File: src/rtl/seq_detect_fsm.sv
// seq_detect_fsm: serial pattern detector for a PAT_LEN-bit pattern, MSB first.
// The state is the matched-prefix length (Depth). The next-depth and full-match
// lookups are built from PATTERN at elaboration. At run time each sample is one
// table lookup indexed by {Depth, A}.
module seq_detect_fsm #(
    parameter int                 PAT_LEN = 4,
    parameter logic [PAT_LEN-1:0] PATTERN = 4'b1010,
    parameter bit                 OVERLAP = 1'b1,
    parameter int                 CNT_W   = 8,
    localparam int                DW      = $clog2(PAT_LEN + 1)
) (
    input  logic             Clock,
    input  logic             Reset,
    input  logic             Clr,
    input  logic             En,
    input  logic             A,
    output logic             Match,
    output logic             Busy,
    output logic [DW-1:0]    Depth,
    output logic [CNT_W-1:0] Count
);

    // One table entry per {depth, bit} pair. Entries with depth >= PAT_LEN are
    // never reached, and their value is 0.
    localparam int TBL_N = 2 ** (DW + 1);

    typedef logic [TBL_N-1:0][DW-1:0] nxt_t;
    typedef logic [TBL_N-1:0]         full_t;

    generate
        if (PAT_LEN < 2 || PAT_LEN > 16) begin : g_bad_len
            $error("seq_detect_fsm: PAT_LEN must be in 2..16");
        end
    endgenerate

    // Next depth for every (depth, sample) pair. On a match the depth advances.
    // A full match wraps to the border length L, or to 0 when OVERLAP=0.
    // A mismatch falls back to the longest pattern prefix that is a suffix of
    // the bits seen so far.
    function automatic nxt_t build_nxt();
        nxt_t        t;
        logic [15:0] p;
        logic [16:0] s;
        logic        ok;
        logic        bb;
        int          l;
        int          v;
        t = '0;
        p = '0;
        for (int i = 0; i < PAT_LEN; i++) p[i] = PATTERN[PAT_LEN-1-i];
        l = 0;
        for (int k = 1; k < PAT_LEN; k++) begin
            ok = 1'b1;
            for (int j = 0; j < k; j++) if (p[j] != p[PAT_LEN-k+j]) ok = 1'b0;
            if (ok) l = k;
        end
        for (int d = 0; d < PAT_LEN; d++) begin
            for (int b = 0; b < 2; b++) begin
                bb = (b != 0);
                if (bb == p[d]) begin
                    v = (d + 1 < PAT_LEN) ? d + 1 : (OVERLAP ? l : 0);
                end else begin
                    s = '0;
                    for (int i = 0; i < d; i++) s[i] = p[i];
                    s[d] = bb;
                    v = 0;
                    for (int k = 1; k <= d; k++) begin
                        ok = 1'b1;
                        for (int j = 0; j < k; j++) if (s[d+1-k+j] != p[j]) ok = 1'b0;
                        if (ok) v = k;
                    end
                end
                t[2*d+b] = v[DW-1:0];
            end
        end
        return t;
    endfunction

    // Only one pair completes the pattern: the last depth together with the last pattern bit.
    function automatic full_t build_full();
        full_t t;
        t = '0;
        t[2*(PAT_LEN-1) + (PATTERN[0] ? 1 : 0)] = 1'b1;
        return t;
    endfunction

    localparam nxt_t  NXT  = build_nxt();
    localparam full_t FULL = build_full();

    logic [DW:0] idx;
    assign idx  = {Depth, A};
    assign Busy = (Depth != '0);

    // Depth/match/count register. Reset has the highest priority, then Clr, then En.
    always_ff @(posedge Clock or posedge Reset) begin
        if (Reset) begin
            Depth <= '0;
            Count <= '0;
            Match <= 1'b0;
        end else if (Clr) begin
            Depth <= '0;
            Count <= '0;
            Match <= 1'b0;
        end else if (En) begin
            Depth <= NXT[idx];
            Match <= FULL[idx];
            if (FULL[idx] && (Count != '1)) Count <= Count + 1'b1;
        end else begin
            Match <= 1'b0;
        end
    end

endmodule
File: config.mk
export PLATFORM = sky130hd
export DESIGN_NAME = seq_detect_fsm
export DESIGN_NICKNAME = d
export VERILOG_FILES = /design/src/rtl/seq_detect_fsm.sv
export SDC_FILE = /design/constraint.sdc
export NUM_CORES = 1
export LEC_CHECK = 0
export BUFFER_PORTS_ARGS = -buffer_cell sky130_fd_sc_hd__buf_4
export CAP_MARGIN = 20
export CORE_AREA = 2 2 39 41
export DETAILED_ROUTE_END_ITERATION = 7
export DIE_AREA = 0 0 41 43
export GPL_TIMING_DRIVEN = 0
export PLACE_DENSITY_LB_ADDON = 0.3
export SLEW_MARGIN = 40
export SYNTH_ARGS = -nofsm -noshare
export SYNTH_HDL_FRONTEND = slang
export SYNTH_SLANG_ARGS = --single-unit
File: constraint.sdc
create_clock -name Clock -period 3.3 [get_ports Clock]
set_input_delay 0.495 -clock Clock [delete_from_list [all_inputs] [get_ports Clock]]
set_output_delay 0.495 -clock Clock [all_outputs]
set_load 0.02 [all_outputs]
==> out/metrics.csv <==
metric;value;unit
status;complete, no violations;
dp_hpwl;831;um
grt_first_pass_wirelength;1.88;mm
cp_cell_sequence;or2_2, buf_4;
drive_above_1_share;0.300;
cts_setup_buffers;0;
grt_max_degree;12;
fin_nets;88;
dieWidth;41;um
io_pins;18;
critical_path_buf_inv_count;1;
fin_crit;1.71;ns
cp_slowest_cell;dfrtp_1;
synth.avg_cell_area;9.82;um2
first_global_vias;439;
start_kind;flip-flop;
port_buffers;16;
post_cts_resized;0;
ir_drop;0.149;mV
min_period_over_period;0.517;
core_area;1380;um2
post-route-util;0.546;
grt-ovfl-total;0;
start_util;0.426;
crit_path_max_fanout;7;
insertion_delay;0.27;ns
drtAntennaViolNets;0;
finalSetupTns;0;ns
fmax;0.586;GHz
drv_cap;0;
cts_root_buffer;clkbuf_4;
area_growth;28.2;%
synth_cells;60;
critPathRequiredTime;2.80;ns
maxSlewViolCount;0;
leakagePower;0.359;nW
first_pass_iters;4;
hp-class;in2async;
htreeDepth;1;
crit_path_max_incr_delay;0.46;ns
crit_family;flip-flops;
power_density;336;nW/um2
rows;14;
hold_violations;0;
wl_per_cell;12.3;um
clock-sinks;11;
rsz0062_at_grt;false;
track_usage;0.163;
setup_viol;0;
syn_area;589;um2
crit_path_end_kind;output port;
ys_seq_area_frac;0.467;
vias_per_cell;5.46;
cts_tree;yes;
cts_hold_buf;0;
cts_buffers;3;
vias;524;
skew;0.00159;ns
synth.distinct_cells;25;
clk_pin_slew;0.07;ns
gp_congestion;0.886;
die_h;43;um
dr.first_iter.drc_count;11;
yosys_warnings;0;
wirelength;1.19;mm
yosys_register_bits;11;
dieArea;1760;um2
synth_fp_nets;67;
grt_antenna_before_repair;0;
clk_path_buf_depth;2;
drc;0;
critPathKind;reg2out;
n_antenna_cell;0;
cp.arrival;1.21;ns
==> logic make-up after synthesis <==
logic type | after synthesis | share of synthesized area
and+or+nand+nor | 25 | 0.219
DFF | 11 | 0.467
AOI/OAI and AO/OA | 10 | 0.121
muxes | 4 | 0.0679
buffers and inverters | 4 | 0.0319
xor gates and xnor gates | 3 | 0.0446
adders and majority gates | 2 | 0.0425
other | 1 | 0.00636
==> per-layer routing <==
metal	global-route usage	part of all wire
met5	0	0
met4	0.120	0.035
met3	0.0314	0.054
met2	0.209	0.45
met1	0.231	0.46
==> metrics by stage <==
stage / instances / total power (W) / worst slack (ns) / instance area, um2 / hold slack, ns
3_3_place_gp: 92 / 0.000162 / 1.53 / 729 / 0.521
3_5_place_dp: 92 / 0.000162 / 1.50 / 729 / 0.522
6_report: 96 / 0.000254 / 1.59 / 756 / 0.206
4_1_cts: 96 / 0.000257 / 1.60 / 756 / 0.223
5_1_grt: 96 / 0.000266 / 1.56 / 756 / 0.251
2_1_floorplan: 60 / 0.000152 / 1.71 / 589 / 0.347
==> registers in the layout, summed over array words and instances, names as in the netlist <==
| name | count |
|---|---|
| Count | 8 |
| Match | 1 |
| Depth | 2 |
==> cells in the mapped netlist (all sizes together) <==
cell type | number | area [um2]
a311oi | 1 | 8.76
xnor2 | 2 | 17.5
clkbuf | 1 | 3.75
and3 | 1 | 7.51
and4 | 1 | 8.76
nor2 | 10 | 37.5
a211oi | 2 | 15.0
a21oi | 3 | 15.0
xor2 | 1 | 8.76
inv | 2 | 7.51
mux2i | 4 | 40.0
o21ai | 2 | 10.0
buf | 1 | 7.51
or2 | 1 | 6.26
dfrtp | 11 | 275
a2111oi | 1 | 15.0
ha | 2 | 25.0
o31ai | 1 | 7.51
nand4 | 3 | 25.0
conb | 1 | 3.75
nand3 | 3 | 15.0
nand2 | 3 | 11.3
or4 | 1 | 7.51
nor3 | 2 | 10.0
==> layout make-up <==
cell class | instances | area, um2
Fill cell | 127 | 628
Multi-Input combinational cell | 45 | 295
Sequential cell | 11 | 275
Timing Repair Buffer | 16 | 120
Clock buffer | 4 | 26.3
Tap cell | 16 | 20.0
Buffer | 2 | 11.3
Inverter | 2 | 7.51
==> cell usage in the layout, fill, tap and decap left out, types with 2 or more instances in the layout <==
master and n:
inv_1 2, buf_4 17, ha_1 2, nand3_1 3, dfrtp_1 11, a211oi_1 2, nor2_1 10, nor3_1 2
mux2i_1 4, xnor2_1 2, nand4_1 2, clkbuf_1 2, clkbuf_4 3, nand2_1 3, a21oi_1 3, o21ai_0 2
==> worst reg2reg max path: cells and delay by family (launching register included) <==
family | cells | cell delay, ns
AND/OR/NAND/NOR | 2 | 0.70
flip-flops | 1 | 0.38
adder cells (fa/ha/maj) | 1 | 0.25
AO/OA/AOI/OAI | 1 | 0.15
==> report_power, final <==
| group | switching [W] | internal, W |
|---|---|---|
| Combinational | 0.0000128 | 0.00000915 |
| Sequential | 0.00000135 | 0.000136 |
| Clock | 0.0000481 | 0.0000469 |
| Total | 0.0000623 | 0.000192 |
==> path summary, 6_finish.rpt <==
path	start	endpoint	slack, ns	cells after the start
min	Reset	Count[4]	0.21	2
min in group Clock	Clr	Depth[1]	0.37	2
max in group asynchronous	Reset	Depth[0]	2.81	2
max	Depth[1]	Busy	1.59	2
max reg2reg	Depth[0]	Count[5]	1.76	4
min reg2reg	Depth[0]	Depth[0]	0.58	2
No activity file was read; power rests on OpenSTA's default activity.
